### config.mk
export PLATFORM = sky130hd
export DESIGN_NAME = gate_settle_timer
export DESIGN_NICKNAME = d
export VERILOG_FILES = /design/src/rtl/gate_settle_timer.sv
export SDC_FILE = /design/constraint.sdc
export NUM_CORES = 1
export LEC_CHECK = 0
export CELL_PAD_IN_SITES_DETAIL_PLACEMENT = 1
export CELL_PAD_IN_SITES_GLOBAL_PLACEMENT = 2
export CORE_AREA = 3 3 40 42
export DETAILED_ROUTE_END_ITERATION = 10
export DIE_AREA = 0 0 43 45
export HOLD_SLACK_MARGIN = 0.02
export PLACE_DENSITY = 0.5
export SETUP_SLACK_MARGIN = 0.4
export SLEW_MARGIN = 20
export SYNTH_ARGS = -nofsm -noshare
export SYNTH_HDL_FRONTEND = slang
export SYNTH_SLANG_ARGS = --single-unit
### constraint.sdc
create_clock -name clk -period 1.62 [get_ports clk]
set_input_delay 0.324 -clock clk [delete_from_list [all_inputs] [get_ports clk]]
set_output_delay 0.324 -clock clk [all_outputs]
set_load 0.02 [all_outputs]
### src/rtl/gate_settle_timer.sv
// Loadable down-counter with a zero flag.
// Holds at zero until reloaded.
module gate_settle_timer #(
  parameter int W = 2
) (
  input  logic         clk,
  input  logic         rst_n,
  input  logic         load_i,
  input  logic [W-1:0] load_val_i,
  input  logic         dec_i,
  output logic         zero_o
);

  logic [W-1:0] cnt_q, cnt_d;

  always_comb begin
    cnt_d = cnt_q;
    if (load_i) begin
      cnt_d = load_val_i;
    end else if (dec_i && (cnt_q != '0)) begin
      cnt_d = cnt_q - 1'b1;
    end
  end

  always_ff @(posedge clk or negedge rst_n) begin
    if (!rst_n) begin
      cnt_q <= '0;
    end else begin
      cnt_q <= cnt_d;
    end
  end

  assign zero_o = (cnt_q == '0);

endmodule

### Word level (Yosys, flattened, before mapping)

Cells that the tools add are included.

| operators by class | value |
|---|---|
| div/mod/pow operators | 0 |
| equality and inequality tests | 0 |
| multiplexer cells | 2 |
| multipliers | 0 |
| bitwise gates (word level) | 0 |
| $add $sub $neg | 1 |
| reductions and logical operators | 4 |
| $lt $le $gt $ge | 0 |
| shifts and indexed selects | 0 |

Operator list:

| cell | count |
|---|---|
| $mux W2 | 2 |
| $reduce_bool A2 Y1 | 2 |
| $logic_not A2 Y1 | 1 |
| $sub A2 B1 Y2 const B | 1 |
| $logic_and A1 B1 Y1 | 1 |

| storage, ports and cells | value |
|---|---|
| bits in read-only memories | 0 |
| register bits after elaboration | 2 |
| memories kept | 0 |
| word-level logic and storage cells | 8 |
| input bits | 6 |
| latch bits | 0 |
| RAM bits | 0 |

### Depth between registers and ports, before layout

Gate-level depths: netlist of the first run.

| depth | value |
|---|---|
| word-level depth | 4 |
| gate-level depth with buffers | 4 |
| depth with buffers taken out | 4 |

### Worst setup path before layout of the first run

Ideal clock, no wire load.

| timing path | value |
|---|---|
| path type | reg2reg |
| start point | reg cnt_q[0] |
| end point | reg cnt_q[1] |
| library setup time | 116 ps |
| stages on the path, launching flop included | 5 |
| arrival time | 1236 ps |
| setup slack | 268 ps |
| clock period less this slack | 1352 ps |
| cells stage by stage | dfrtp_1 > inv_1 > ha_1 > or4b_1 > o311ai_0 |

| on the way | value |
|---|---|
| cells in the longest elaborated chain, start to end | 3 |

Ends and longest elaborated chain:

| element | line | RTL |
|---|---|---|
| from (decl) | 14 | `logic [W-1:0] cnt_q, cnt_d;` |
| from (signal assigned) | 29 | `cnt_q <= cnt_d;` |
| $sub A2 B1 Y2 / $reduce_bool A2 Y1 (equally long branches) | 21, 20 |  |
| $mux W2 / $logic_and A1 B1 Y1 (equally long branches) | 20 | `end else if (dec_i && (cnt_q != '0)) begin` |
| $mux W2 / $reduce_bool A2 Y1 (equally long branches) | n/a |  |

Several ways; a longest one is shown, not always the timed one. The select of a mux whose other input is x is not followed.
A chain may end at the register's enable or synchronous reset.

### Worst setup path in the final report of the first run

Ends and elaborated chain as after synthesis.

==> results of run 1 <==
==> repair_timing <==
item	4_1_cts	5_1_grt
buffers inserted	1	0
pin swaps	0	1
endpoints found under the setup margin	3	3
endpoints found under the hold margin	0	0
resized for setup	7	1
==> worst max path at each step <==
stage / startpoint / end / slack [ns] / depth (start not counted)
6_report: cnt_q[0] / cnt_q[1] / 0.34 / 4
3_3_place_gp: load_i / cnt_q[1] / 0.1 / 3
3_5_place_dp: load_i / cnt_q[1] / 0.09 / 3
4_1_cts: cnt_q[0] / cnt_q[1] / 0.34 / 4
2_1_floorplan: cnt_q[1] / cnt_q[1] / 0.38 / 4
5_1_grt: cnt_q[0] / cnt_q[1] / 0.27 / 4
==> report_power, final <==
| part | switching, mW | internal [mW] | total [mW] |
|---|---|---|---|
| Combinational | 0.0343 | 0.0475 | 0.0818 |
| Clock | 0.0278 | 0.0816 | 0.109 |
| Sequential | 0.00425 | 0.0580 | 0.0623 |
| Total | 0.0664 | 0.187 | 0.254 |
==> worst max-delay path, cell delays in order, from the launching register on <==
cell      delay (ns)
dfrtp_1         0.38
inv_2           0.07
ha_4            0.18
or4b_1          0.46
o311ai_1        0.08
==> metrics by stage <==
stage	hold WS [ns]	instance area, um^2	setup slack [ns]	cells
after global routing	0.260	265	0.274	39
final	0.267	265	0.337	39
after detailed placement	0.501	231	0.0891	35
after CTS	0.262	262	0.338	39
after global placement	0.506	231	0.0964	35
after floorplan	0.0284	145	0.383	13
==> cells in the mapped netlist <==
library cell,n
nor2b_1,1
ha_1,1
inv_1,2
or4b_1,2
nand2_1,2
o311ai_0,1
or2b_1,1
o211ai_2,1
dfrtp_1,2
==> logic make-up after synthesis <==
family | synth area share
buffers and inverters | 0.0566
AND/OR/NAND/NOR | 0.311
AO/OA/AOI/OAI | 0.160
adder cells (fa/ha/maj) | 0.0943
flip-flops | 0.377
==> layout make-up <==
type	instances	area share
Clock buffer	3	0.0849
Tap cell	15	0.0708
Sequential cell	2	0.189
Timing Repair Buffer	8	0.283
Multi-Input combinational cell	9	0.344
Inverter	2	0.0283
==> metal layers <==
metal	part of all wire	vias to the layer above
met1	0.27	62
met4	0.024	0
met2	0.67	3
met3	0.027	2
met5	0	-
li1	-	69
==> results.md, run 1 <==
- Status: complete, no violations
- Lkg Pwr: 0.114 nW
- Most common cell after layout, fill and taps aside: clkdlybuf4s50_1
- GRT Util Overall: 0.0474
- Total power: 0.254 mW
- Top cells by area, synth: dfrtp_1 (38%), or4b_1 (15%), ha_1 (9.4%)
- Yosys top cell by area: dfrtp_1
- Grt ovf: 0
- Post-Route Setup TNS: 0 ns
- Reg2reg end: cnt_q[1]
- Crit-path max FO: 2
- CTS Root Cell: clkbuf_4
- # clock sinks: 2
- Max-Cap Viols: 0
- Pwr dens: 956 nW/um^2
- # fillers: 156
- Data required time at the worst endpoint: 1.74 ns
- #FFs+latches synth: 2
- Util after Layout: 0.206
- TritonCTS clock tree: built
- Data arrival, critical path: 1.40 ns
- Fraction of layout cells with a size suffix above 1: 0.458
- Post-synth design cell area: 133 um^2
- Placeable Area: 1280 um^2
- Top Registers: cnt_q (2)
- Count of cell types in the netlist: 9
- Worst r2r src: cnt_q[0]
- R2r setup slk: 0.34 ns
- Initial DRC Count: 0
- Die area: 1940 um^2
- Register with the most flip-flops: cnt_q
- Wire length of the first global-routing pass: 552 um
- Commonest non-fill, non-tap cells in the layout: clkdlybuf4s50_1 (4), clkbuf_4 (3)
- Average vias per placed instance: 3.49
- Die extent in x: 43 um
- Tcrit/Tclk final: 0.792
- R2R depth: 4
- Skew-Pair Late Insertion Delay: 0.22 ns
- GR peak layer: met4
- Routability congestion estimate: 0.571
- Worst-path clk slew: 0.03 ns
- Number of remaining DRC errors: 0
- N_diodes: 0
- Fin nets: 33
- Fmax: 779 MHz
- Worst slew margin: 0.850
- Num CTS Buffers: 3
- Slew of the pin with the lowest slew margin: 0.222 ns
- Avg WL per Cell: 8.59 um
- Met3 GRT Util: 0.0159
- Top-area cell type share of the netlist area: 0.377
- Vias in the first global route: 161
- Unrepaired setup endpoints after global routing: yes
- Row cnt: 13
- Port buffer count: 6
- Hold_buf cts: 0
- Nature of the critical path endpoint: flop
- Cells after synthesis: 13
- DR pass1 iterations: 1
- Via Count: 136
- Critical path class: flop to flop
- Fin. max-slew vios: 0
- Multi-input gate area: 91.3 um^2
- Hold Path Class: primary input to asynchronous set/reset pin
- Sequential area share after synthesis: 0.377
- DRT Wirelength: 335 um
- Min Tclk post-route: 1.28 ns
- Seq. cell area: 50.0 um^2
- Setup violations, final: 0
- # IOs: 7
- Initial Util: 0.103
- P&R area growth vs syn: 100%
- GR Layer Usage met2: 0.0689
- Synth warn: 0
- GR Layer Usage met1: 0.0288
- Antenna-violating nets left: 0
- H-Tree Depth: 1
- Syn Area/Cell: 10.2 um^2
- Crit path launch type: flop
- Layout Skew: 0.00186 ns
- Height of the chip: 45 um
- Peak supply drop: 105 uV
- Hold Vio Cnt, Final: 0
- Syn nets: 20
- Max FFs per register: 2
- Clock Tree Buf Depth: 2
- Initial antenna violation count: 0
- Largest net degree at the start of global routing: 6
(Power assumes the default switching activity.)
==> run 2, diff against run 1 <==
clock period = 1.2 ns   (was 1.62 ns; I/O delays follow)
==> results.md, run 2 (synthesis gave the netlist of run 1 again) <==
- Max FFs per register: 2 (unchanged)
- Worst slew margin: 0.789 (was 0.850)
- Data required time at the worst endpoint: 1.33 ns (was 1.74 ns)
- R2R depth: 4 (unchanged)
- N_diodes: 0 (unchanged)
- Slew of the pin with the lowest slew margin: 0.316 ns (was 0.222 ns)
- Most common cell after layout, fill and taps aside: clkdlybuf4s50_1 (unchanged)
- Critical path class: flop to flop (unchanged)
- Number of remaining DRC errors: 0 (unchanged)
- TritonCTS clock tree: built (unchanged)
- Register with the most flip-flops: cnt_q (unchanged)
- Fmax: 746 MHz (was 779 MHz)
- Placeable Area: 1280 um^2 (unchanged)
- Die area: 1940 um^2 (unchanged)
- Average vias per placed instance: 3.51 (was 3.49)
- Clock Tree Buf Depth: 2 (unchanged)
- Fraction of layout cells with a size suffix above 1: 0.607 (was 0.458)
- Critical path's top delay family: simple AND/OR/NAND/NOR gates (unchanged)
- Setup violations, final: 3 (was 0)
- Grt ovf: 0 (unchanged)
- Post-Route Setup TNS: -0.322 ns (was 0 ns)
- Initial Util: 0.103 (unchanged)
- Peak supply drop: 233 uV (was 105 uV)
- Total power: 0.411 mW (was 0.254 mW)
- Row cnt: 13 (unchanged)
- Top Registers: cnt_q (2) (unchanged)
- Tcrit/Tclk final: 1.12 (was 0.792)
- Antenna-violating nets left: 0 (unchanged)
- P&R area growth vs syn: 145% (was 100%)
- Highest-delay cell along the critical path: or4b_4 (was or4b_1)
- Largest net degree at the start of global routing: 5 (was 6)
- Crit path depth: 4 (unchanged)
- Height of the chip: 45 um (unchanged)
- Vias in the first global route: 192 (was 161)
- Initial DRC Count: 0 (unchanged)
- # IOs: 7 (unchanged)
- Nature of the critical path endpoint: flop (unchanged)
- Fin. max-slew vios: 0 (unchanged)
- Commonest non-fill, non-tap cells in the layout: clkdlybuf4s50_1 (5), buf_4 (4), clkbuf_4 (3), buf_6 (3) (was clkdlybuf4s50_1 (4), clkbuf_4 (3))
- Lkg Pwr: 0.142 nW (was 0.114 nW)
- CTS Root Cell: clkbuf_4 (unchanged)
- Via Count: 151 (was 136)
- Avg WL per Cell: 11.0 um (was 8.59 um)
- H-Tree Depth: 1 (unchanged)
- Hold Path Class: primary input to asynchronous set/reset pin (unchanged)
- Status: finished, violations left (was complete, no violations)
- DRT Wirelength: 475 um (was 335 um)
- Worst-path cell chain: inv_2 -> ha_4 -> or4b_4 -> o311ai_4 (was inv_2 -> ha_4 -> or4b_1 -> o311ai_1)
- Worst-path clk slew: 0.04 ns (was 0.03 ns)
- Crit-path max FO: 2 (unchanged)
- Hold_buf cts: 0 (unchanged)
- Data arrival, critical path: 1.47 ns (was 1.40 ns)
- CP max stage delay: 0.53 ns (was 0.46 ns)
- Wire length of the first global-routing pass: 745 um (was 552 um)
- Min Tclk post-route: 1.34 ns (was 1.28 ns)
- GRT Util Overall: 0.0550 (was 0.0474)
- Die extent in x: 43 um (unchanged)
- Skew-Pair Late Insertion Delay: 0.23 ns (was 0.22 ns)
- Hpwl dp: 301 um
- Hold Vio Cnt, Final: 0 (unchanged)
- Initial antenna violation count: 0 (unchanged)
- DR pass1 iterations: 1 (unchanged)
- Port buffer count: 6 (unchanged)
- Violated checks: setup timing
- Pwr dens: 1260 nW/um^2 (was 956 nW/um^2)
- Worst Path Buf+Inv: 1 (unchanged)
- Unrepaired setup endpoints after global routing: yes (unchanged)
- Num CTS Buffers: 3 (unchanged)
- # clock sinks: 2 (unchanged)
- Layout Skew: 0.00598 ns (was 0.00186 ns)
- Worst setup margin: -0.140 ns (was 0.337 ns)
- Max-Cap Viols: 0 (unchanged)
- Crit path launch type: flop (unchanged)
- Fin nets: 37 (was 33)
- Routability congestion estimate: 0.639 (was 0.571)
- # fillers: 151 (was 156)
-- run 2: cell types whose count changed in the layout (fill, tap and decap cells not counted) --
cell,before,now
o311ai_4,0,1
buf_4,2,4
buf_6,1,3
clkdlybuf4s50_1,4,5
or4b_1,1,0
or4b_4,1,2
dlygate4sd2_1,1,0
o311ai_1,1,0
-- run 2: timing repair --
| action | in CTS | in global routing |
|---|---|---|
| setup endpoints to repair | 3 | 3 |
| pin swaps | 2 | 0 |
| gates resized for setup | 8 | 4 |
| buffers inserted | 2 | 1 |
-- run 2: worst paths after layout --
| path | from | end | slack [ns] |
|---|---|---|---|
| setup / recovery | cnt_q[0] | cnt_q[1] | -0.14 |
| hold / removal | rst_n | cnt_q[1] | 0.18 |
| setup reg to reg | cnt_q[0] | cnt_q[1] | -0.14 |
| hold reg to reg | cnt_q[1] | cnt_q[1] | 0.70 |
| max in group asynchronous | rst_n | cnt_q[0] | 0.89 |
| min in group clk | load_val_i[0] | cnt_q[0] | 0.63 |
-- run 2: report_power, final --
part	internal (mW)	switching, mW	total (mW)
Combinational	0.106	0.0663	0.172
Sequential	0.0782	0.00662	0.0849
Clock	0.111	0.0435	0.154
-- run 2: cell type report --
| class | count | area (um^2) | area share |
|---|---|---|---|
| multi-input cells | 9 | 113 | 0.346 |
| repair buffers | 12 | 114 | 0.350 |
| well taps | 15 | 18.8 | 0.0577 |
| clock buffers | 3 | 22.5 | 0.0692 |
| flip-flops and latches | 2 | 50.0 | 0.154 |
| inverters | 2 | 7.51 | 0.0231 |
-- run 2: through the flow --
stage                util  setup slack [ns]  cell area, um^2  hold WS, ns  instances
CTS                 0.228            -0.145              293        0.171         42
floorplan               -           -0.0371              145      -0.0556         13
global placement    0.192            -0.208              246        0.410         37
finish              0.253            -0.140              325        0.179         43
detailed placement  0.192            -0.226              246        0.415         37
global route        0.253            -0.179              325        0.175         43
-- run 2: metal layers --
metal	share of wire	vias up	track usage	wire length (um)
met2	0.45	7	0.0749	214
met5	0	-	0	0
met3	0.076	0	0.00797	36
met4	0	0	0.0723	0
li1	-	77	-	-
met1	0.47	67	0.0651	225
==> run 3, diff against run 2 <==
PLACE_DENSITY = 0.52   (was 0.5)
SETUP_SLACK_MARGIN = not set   (was 0.4)
SKIP_CTS_REPAIR_TIMING = 1   (was not set)
==> results.md, run 3 (synthesis gave the netlist of run 1 again) <==
- Status: finished, violations left (unchanged)
- Violated checks: setup timing (unchanged)
- Hold slack: 0.177 ns (was 0.179 ns)
- Layout Skew: 0.00503 ns (was 0.00598 ns)
- Slew of the pin with the lowest slew margin: 0.347 ns (was 0.316 ns)
- DR pass1 iterations: 3 (was 1)
- Fmax: 754 MHz (was 746 MHz)
- Largest net degree at the start of global routing: 5 (unchanged)
- Min Tclk post-route: 1.33 ns (was 1.34 ns)
- Top Registers: cnt_q (2) (unchanged)
- DRT Wirelength: 369 um (was 475 um)
- Wire length of the first global-routing pass: 669 um (was 745 um)
- Setup violations, final: 2 (was 3)
- GRT Util Overall: 0.0508 (was 0.0550)
- # fillers: 146 (was 151)
- Data arrival, critical path: 1.46 ns (was 1.47 ns)
- Post-DP Area: 262 um^2 (was 246 um^2)
- Most common cell after layout, fill and taps aside: buf_4 (was clkdlybuf4s50_1)
- Grt ovf: 0 (unchanged)
- Average vias per placed instance: 3.70 (was 3.51)
- Nature of the critical path endpoint: flop (unchanged)
- Commonest non-fill, non-tap cells in the layout: buf_4 (6), clkdlybuf4s50_1 (5), clkbuf_4 (3) (was clkdlybuf4s50_1 (5), buf_4 (4), clkbuf_4 (3), buf_6 (3))
- Max FFs per register: 2 (unchanged)
- Hpwl dp: 293 um (was 301 um)
- Util after Layout: 0.247 (was 0.253)
- Worst setup margin: -0.126 ns (was -0.140 ns)
- Routability congestion estimate: 0.717 (was 0.639)
- Total power: 0.391 mW (was 0.411 mW)
- Tcrit/Tclk final: 1.10 (was 1.12)
- Crit path launch type: flop (unchanged)
- Hold Vio Cnt, Final: 0 (unchanged)
- # IOs: 7 (unchanged)
- Register with the most flip-flops: cnt_q (unchanged)
- Unrepaired setup endpoints after global routing: yes (unchanged)
- Worst Path Buf+Inv: 1 (unchanged)
- Number of remaining DRC errors: 0 (unchanged)
- Via Count: 159 (was 151)
- Port buffer count: 6 (unchanged)
- R2r setup slk: -0.13 ns (was -0.14 ns)
- Critical path class: flop to flop (unchanged)
- Height of the chip: 45 um (unchanged)
- CTS Root Cell: clkbuf_4 (unchanged)
- Worst-path cell chain: inv_2 -> ha_4 -> or4b_4 -> o311ai_4 (unchanged)
- Final instance area: 318 um^2 (was 325 um^2)
- Fin nets: 37 (unchanged)
- Vias in the first global route: 157 (was 192)
- Pwr dens: 1230 nW/um^2 (was 1260 nW/um^2)
- Hold Path Class: primary input to asynchronous set/reset pin (unchanged)
- Worst-path clk slew: 0.03 ns (was 0.04 ns)
- Highest-delay cell along the critical path: or4b_4 (unchanged)
- Placeable Area: 1280 um^2 (unchanged)
- Skew-Pair Late Insertion Delay: 0.23 ns (about the same)
- Critical path's top delay family: simple AND/OR/NAND/NOR gates (unchanged)
- CP max stage delay: 0.52 ns (was 0.53 ns)
- H-Tree Depth: 1 (unchanged)
- Initial antenna violation count: 0 (unchanged)
- Num CTS Buffers: 3 (unchanged)
- Worst slew margin: 0.768 (was 0.789)
- Clock Tree Buf Depth: 2 (unchanged)
- Initial DRC Count: 2 (was 0)
- Max-Cap Viols: 0 (unchanged)
- N_diodes: 0 (unchanged)
- Crit-path max FO: 2 (unchanged)
- TritonCTS clock tree: built (unchanged)
- Data required time at the worst endpoint: 1.33 ns (about the same)
- P&R area growth vs syn: 140% (was 145%)
- Avg WL per Cell: 8.58 um (was 11.0 um)
- Fraction of layout cells with a size suffix above 1: 0.607 (unchanged)
- Die extent in x: 43 um (unchanged)
- Lkg Pwr: 0.139 nW (was 0.142 nW)
- Antenna-violating nets left: 0 (unchanged)
- # clock sinks: 2 (unchanged)
- Row cnt: 13 (unchanged)
- Peak supply drop: 243 uV (was 233 uV)
- Fin. max-slew vios: 0 (unchanged)
- Initial Util: 0.103 (unchanged)
- Die area: 1940 um^2 (unchanged)
-- run 3: cell types whose count changed in the layout (fill, tap and decap cells not counted) --
| cell | delta |
|---|---|
| buf_4 | +2 |
| buf_6 | -2 |
-- run 3: layout make-up --
cell class	instances	area, um^2	area share
Tap cell	15	18.8	0.0591
Multi-Input combinational cell	9	113	0.354
Inverter	2	7.51	0.0236
Clock buffer	3	22.5	0.0709
Timing Repair Buffer	12	106	0.335
Sequential cell	2	50.0	0.157
-- run 3: final timing paths --
| check | startpoint | end | cells past startpoint |
|---|---|---|---|
| setup / recovery | cnt_q[0] | cnt_q[1] | 4 |
| hold / removal | rst_n | cnt_q[1] | 1 |
| setup reg to reg | cnt_q[0] | cnt_q[1] | 4 |
| hold reg to reg | cnt_q[0] | cnt_q[0] | 3 |
| max in group asynchronous | rst_n | cnt_q[0] | 1 |
| min in group clk | load_val_i[0] | cnt_q[0] | 3 |
-- run 3: where the power goes --
part / internal, mW / total [mW] / switching (mW)
combinational: 0.0943 / 0.156 / 0.0618
sequential: 0.0783 / 0.0844 / 0.00608
clock: 0.111 / 0.150 / 0.0400
-- run 3: layer usage --
layer	global-route usage	part of all wire
met2	0.0599	0.40
met5	0	0
met3	0.0398	0.087
met1	0.0604	0.51
met4	0.0361	0
-- run 3: per-stage QoR --
| step | setup TNS [ns] | setup slack (ns) | instances |
|---|---|---|---|
| after detailed placement | -0.661 | -0.249 | 39 |
| after global placement | -0.638 | -0.235 | 39 |
| after global routing | -0.341 | -0.165 | 43 |
| after CTS | -0.792 | -0.455 | 42 |
| after floorplan | -0.0371 | -0.0371 | 13 |
| final | -0.222 | -0.126 | 43 |
